--- src/rtl/nn_pkg.sv ---
// Shared widths, layer codes, default layer sizes and FSM state type for the
// single-neuron MAC sequencer.
package nn_pkg;

    localparam int DATA_W   = 8;
    localparam int WEIGHT_W = 8;
    localparam int BIAS_W   = 16;
    localparam int PROD_W   = 16;
    localparam int ACC_W    = 24;
    localparam int RESULT_W = 8;
    localparam int ADDR_W   = 7;

    // Q2.14 accumulator back to Q1.7
    localparam int ACT_SHIFT = 7;

    localparam logic [1:0] LAYER_L1   = 2'b00;
    localparam logic [1:0] LAYER_L2   = 2'b01;
    localparam logic [1:0] LAYER_OUT  = 2'b10;
    localparam logic [1:0] LAYER_NONE = 2'b11;

    localparam int N_L1_DEFAULT = 62;
    localparam int N_L2_DEFAULT = 10;
    localparam int N_L3_DEFAULT = 10;

    typedef enum logic [1:0] {
        ST_IDLE = 2'd0,
        ST_MAC  = 2'd1,
        ST_BIAS = 2'd2,
        ST_ACT  = 2'd3
    } seq_state_t;

    function automatic logic [ADDR_W-1:0] layer_len(
        input logic [1:0] sel,
        input int         n1,
        input int         n2,
        input int         n3
    );
        case (sel)
            LAYER_L1:  return ADDR_W'(n1);
            LAYER_L2:  return ADDR_W'(n2);
            LAYER_OUT: return ADDR_W'(n3);
            default:   return '0;
        endcase
    endfunction

endpackage

--- src/rtl/neuron_act_sat.sv ---
// Activation stage: rescale the accumulator to Q1.7, optional ReLU, and
// saturate into a signed 8-bit result. Purely combinational.
module neuron_act_sat
    import nn_pkg::*;
(
    input  logic signed [ACC_W-1:0]    acc,
    input  logic                       relu_en,
    output logic signed [RESULT_W-1:0] result
);

    localparam logic signed [ACC_W-1:0] SAT_MAX = ACC_W'(127);
    localparam logic signed [ACC_W-1:0] SAT_MIN = ACC_W'(-128);

    logic signed [ACC_W-1:0] shifted;
    logic signed [ACC_W-1:0] rectified;

    always_comb begin
        shifted   = acc >>> ACT_SHIFT;
        rectified = shifted;
        if (relu_en && shifted < 0) begin
            rectified = '0;
        end

        result = rectified[RESULT_W-1:0];
        if (rectified > SAT_MAX) begin
            result = SAT_MAX[RESULT_W-1:0];
        end else if (rectified < SAT_MIN) begin
            result = SAT_MIN[RESULT_W-1:0];
        end
    end

endmodule

--- src/rtl/neuron_sequencer.sv ---
// Evaluates one neuron: streams N input/weight pairs through a MAC, adds the
// bias, then applies activation and saturation into a held result register.
module neuron_sequencer
    import nn_pkg::*;
#(
    parameter int N_L1 = N_L1_DEFAULT,
    parameter int N_L2 = N_L2_DEFAULT,
    parameter int N_L3 = N_L3_DEFAULT
) (
    input  logic                       clk,
    input  logic                       rst,
    input  logic                       start,
    input  logic [1:0]                 layer_sel,
    input  logic signed [DATA_W-1:0]   data_in,
    input  logic signed [WEIGHT_W-1:0] weight_in,
    input  logic signed [BIAS_W-1:0]   bias_in,
    output logic [ADDR_W-1:0]          addr,
    output logic                       ready,
    output logic signed [RESULT_W-1:0] result
);

    seq_state_t                 state_reg;
    seq_state_t                 state_next;
    logic [ADDR_W-1:0]          count_reg;
    logic [ADDR_W-1:0]          n_reg;
    logic [1:0]                 layer_reg;
    logic signed [ACC_W-1:0]    acc_reg;
    logic signed [RESULT_W-1:0] result_reg;

    logic                       start_ok;
    logic                       mac_last;
    logic signed [PROD_W-1:0]   product;
    logic signed [RESULT_W-1:0] act_out;

    assign start_ok = (state_reg == ST_IDLE) && start && (layer_sel != LAYER_NONE);
    assign mac_last = (count_reg == n_reg - ADDR_W'(1));
    assign product  = data_in * weight_in;

    always_ff @(posedge clk or posedge rst) begin
        if (rst) begin
            state_reg <= ST_IDLE;
        end else begin
            state_reg <= state_next;
        end
    end

    always_comb begin
        state_next = state_reg;
        case (state_reg)
            ST_IDLE: if (start_ok) state_next = ST_MAC;
            ST_MAC:  if (mac_last) state_next = ST_BIAS;
            ST_BIAS: state_next = ST_ACT;
            ST_ACT:  state_next = ST_IDLE;
            default: state_next = ST_IDLE;
        endcase
    end

    // Layer code and length are captured at start so later layer_sel changes are inert.
    always_ff @(posedge clk or posedge rst) begin
        if (rst) begin
            count_reg  <= '0;
            n_reg      <= '0;
            layer_reg  <= LAYER_NONE;
            acc_reg    <= '0;
            result_reg <= '0;
        end else begin
            case (state_reg)
                ST_IDLE: begin
                    if (start_ok) begin
                        layer_reg <= layer_sel;
                        n_reg     <= layer_len(layer_sel, N_L1, N_L2, N_L3);
                        count_reg <= '0;
                        acc_reg   <= '0;
                    end
                end
                ST_MAC: begin
                    acc_reg   <= acc_reg + ACC_W'(product);
                    count_reg <= count_reg + ADDR_W'(1);
                end
                ST_BIAS: begin
                    acc_reg <= acc_reg + ACC_W'(bias_in);
                end
                ST_ACT: begin
                    result_reg <= act_out;
                    count_reg  <= '0;
                end
                default: ;
            endcase
        end
    end

    neuron_act_sat u_act (
        .acc     (acc_reg),
        .relu_en (layer_reg != LAYER_OUT),
        .result  (act_out)
    );

    assign addr   = (state_reg == ST_MAC) ? count_reg : '0;
    assign ready  = (state_reg == ST_IDLE);
    assign result = result_reg;

endmodule

--- config.mk ---
export PLATFORM = sky130hd
export DESIGN_NAME = neuron_sequencer
export DESIGN_NICKNAME = d
export VERILOG_FILES = /design/src/rtl/nn_pkg.sv /design/src/rtl/neuron_act_sat.sv /design/src/rtl/neuron_sequencer.sv
export SDC_FILE = /design/constraint.sdc
export NUM_CORES = 1
export LEC_CHECK = 0
export ABC_AREA = 1
export BUFFER_PORTS_ARGS = -buffer_cell sky130_fd_sc_hd__clkbuf_2
export CORE_ASPECT_RATIO = 2
export CORE_MARGIN = 1
export CORE_UTILIZATION = 45
export CTS_BUF_LIST = sky130_fd_sc_hd__clkbuf_2
export DETAILED_ROUTE_END_ITERATION = 12
export PLACE_DENSITY_LB_ADDON = 0.05
export SLEW_MARGIN = 25
export SYNTH_ARGS = -nofsm -noshare
export SYNTH_HDL_FRONTEND = slang
export SYNTH_SLANG_ARGS = --single-unit
--- constraint.sdc ---
create_clock -name clk -period 13.3 [get_ports clk]
set_input_delay 1.33 -clock clk [delete_from_list [all_inputs] [get_ports clk]]
set_output_delay 1.33 -clock clk [all_outputs]
set_load 0.05 [all_outputs]
==> flow_summary.yaml <==
synth:
  synth_top_family_by_area: "adder cells"
  ys_seq_area_share_pct: 13.0
  postSynthAreaPerCell_sq_um: 6.92
  synth.distinct_cells: 44
  synthFlopType: "dfrtp_1"
  synthAdderAreaFrac_pct: 36.6
  yosysWarnings: 0
  syn_nets: 1481
  yosys.area_share.simple_pct: 30.2
  synthMuxAreaShare_pct: 0
  synth_xor_area_share_pct: 0.909
  netlist_area_sq_um: 8670
  synth_seq_cells: 45
  async_flop_share_pct: 100
  synth_compound_gate_area_share_pct: 6.39
  synth_edf_count: 0
  syn_inst: 1253
floorplan:
  design.core.area_sq_um: 18800
  initial_core_util_pct: 46.1
  pin_count: 53
  die_w_microns: 100
  die_h_microns: 198
  die-area_sq_um: 19900
  core.rowCount: 71
outcome:
  status: "complete, no violations"
layout:
  layout-drive-gt1-share_pct: 7.52
  nets: 1517
  syn2layout_area_growth_pct: 6.36
  utilization_pct: 49.0
  largest_reg_flops: 24
  fin_area_sq_um: 9230
critical_path:
  reg2regPathDepth: 23
  crit_arrival_ps: 6670
  slowest_delay_ps: 870
  r2r_slack_ps: 8510
  r2r_end: "acc_reg[20]"
  crit_required_ps: 13730
  critPathMaxFanout: 16
  startpoint_type: "primary input"
  crit_path_end_kind: "flip-flop"
  cp_common_cell: "nand2_1"
  worst_path_max_delay_cell: "fa_1"
  rr_startpoint: "acc_reg[4]"
  path_cells: "clkbuf_2, nand2_1, clkinv_1, fa_1, fa_1, fa_1, fa_1, ha_1, ha_1, nand2_1, nor2_1, inv_1, nor2_1, nand3_1, nand3_1, nand2_1, nand3_1, nand2_1, nand2_1, nand2_1"
  worst-setup-path-type: "primary input to flip-flop"
grt:
  grt.total_usage_pct: 28.1
  grt_pass1_wl_mm: 41.9
  first_global_vias: 8437
  gr-total-overflow: 0
  use_met3_pct: 1.41
  antenna_found_initial: 1
  grt_use_met2_pct: 56.1
  use_met1_pct: 26.5
  grt_busiest_layer: "met2"
  grt_max_degree: 46
sta:
  finalCritPeriodShare_pct: 46.9
  finalHoldViolations: 0
  fmax_mhz: 160
  maxSlewHeadroom_pct: 40.1
  fin_tns_setup_ps: 0
  whs_ps: 495
  worst_pin_slew_ps: 893
  setup_viol: 0
  skew_ps: 35.3
  rsz0062_at_grt: "no"
  period_needed_ps: 6230
  finalMaxSlewViolations: 0
hold_path:
  min_path_type: "flip-flop to flip-flop"
  hold-path-endpoint: "layer_reg[0]"
  holdPathStages: 2
  hold_path.startpoint: "layer_reg[0]"
placed_design:
  dpl_cell_area_sq_um: 9160
  io_buffer_count: 52
  place.gp.congestion: 0.948
  hpwlAfterDp_mm: 22.6
routing:
  drc: 0
  drt-pass1-iter-count: 5
  wirelength_mm: 25.7
  routed_via_density: 5.05
  drt_iter0_markers: 326
  wl_per_cell_microns: 16.6
  vias: 7810
  ant_nets: 0
clock_network:
  clock_sinks: 45
  cts-hold-fix-buffers: 0
  cts_resized: 0
  cts_root_buffer: "clkbuf_2"
  cts.reportedPaths.clkPinSlew_ps: 260
  numCtsBuffers: 5
  insertion_delay_ps: 490
  htree_levels: 2
  postCtsSetupBuffers: 0
  clock_path_buffers: 2
  cts_tree: "done"
power_and_ir_drop:
  pwr_density_cell_nw_per_um2: 256
  cellLeakagePower_nw: 5.44
  power_mw: 2.36
  ir_drop_uv: 126
run:
  maxCapViolations: 0
-- metrics by stage --
step	cells	setup WS (ps)
floorplan	1253	7470
global placement	1537	6620
detailed placement	1537	6610
CTS	1545	7160
global route	1546	6690
finish	1546	7070
-- metal layers --
metal	part of all wire [%]	vias to the layer above	routed length [microns]
met4	7.2	0	1840
li1	-	3881	-
met1	33	3667	8510
met5	0	-	0
met3	2.0	88	523
met2	58	174	14800
-- cells in the final DEF (no fill, tap or decap), drive strengths merged, types with 3 or more instances in the layout --
cell    synthesis  final
fa            105    105
a21oi          52     52
clkbuf         20     58
or2            11     11
a22o            3      3
dfrtp          43     43
nand3          74     74
xnor2           4      4
o21bai          9      9
nor2           84     84
xor2            5      5
inv           266    264
nand2         405    405
o21ai          28     28
clkinv          1      4
and2            5      5
ha             86     86
nor3           11     11
nand3b          8      8
nand4          16     16
-- power by group --
part	internal (mW)	switching, mW	leakage [nW]
registers	0.181	0.0531	0.572
clock network	0.0322	0.0513	0.0430
logic	0.715	1.33	4.83
-- synth_stat cells, types with 3 or more instances --
cell / n / area share (%)
nand2_1: 398 / 17
inv_1: 262 / 11
fa_1: 105 / 24
ha_1: 86 / 12
nor2_1: 78 / 3.4
nand3_1: 72 / 4.2
a21oi_1: 51 / 2.9
dfrtp_1: 43 / 12
o21ai_0: 25 / 1.4
clkbuf_1: 20 / 0.87
nand4_1: 15 / 1.1
o21bai_1: 9 / 0.78
nand3b_1: 8 / 0.69
nor3_1: 8 / 0.46
or2_2: 7 / 0.50
nand2_2: 6 / 0.43
and2_1: 5 / 0.36
nor2_2: 5 / 0.36
xor2_1: 5 / 0.50
inv_2: 4 / 0.17
or2_1: 4 / 0.29
xnor2_1: 4 / 0.40
a22o_1: 3 / 0.30
o21ai_1: 3 / 0.17
-- worst max-delay path: cells and delay by family --
kind / cells / cell delay [ps]
adders and majority gates: 6 / 3000
buffers and inverters: 3 / 960
and+or+nand+nor: 11 / 1360
-- layout make-up --
class / instances / area [sq um]
clock buffers: 6 / 30.0
clock inverters: 2 / 35.0
fillers: 2034 / 9610
well taps: 255 / 319
inverters: 267 / 1000
repair buffers: 54 / 275
multi-input cells: 916 / 6430
diodes: 1 / 2.50
flip-flops and latches: 45 / 1130
-- worst max-delay path by stage --
stage	start	to	slack (ps)	cells after the start
after floorplan	weight_in[1]	acc_reg[10]	7470	17
after global placement	data_in[7]	acc_reg[21]	6620	22
after detailed placement	data_in[7]	acc_reg[21]	6610	22
after CTS	data_in[7]	acc_reg[21]	7160	22
after global routing	data_in[7]	acc_reg[21]	6690	20
final	data_in[7]	acc_reg[21]	7070	20
-- cell families after synthesis --
family,after synthesis
AND/OR/NAND/NOR,617
XOR/XNOR,9
AO/OA/AOI/OAI,99
adder cells (fa/ha/maj),191
flip-flops,45
buffers and inverters,292
(Power assumes the default switching activity.)
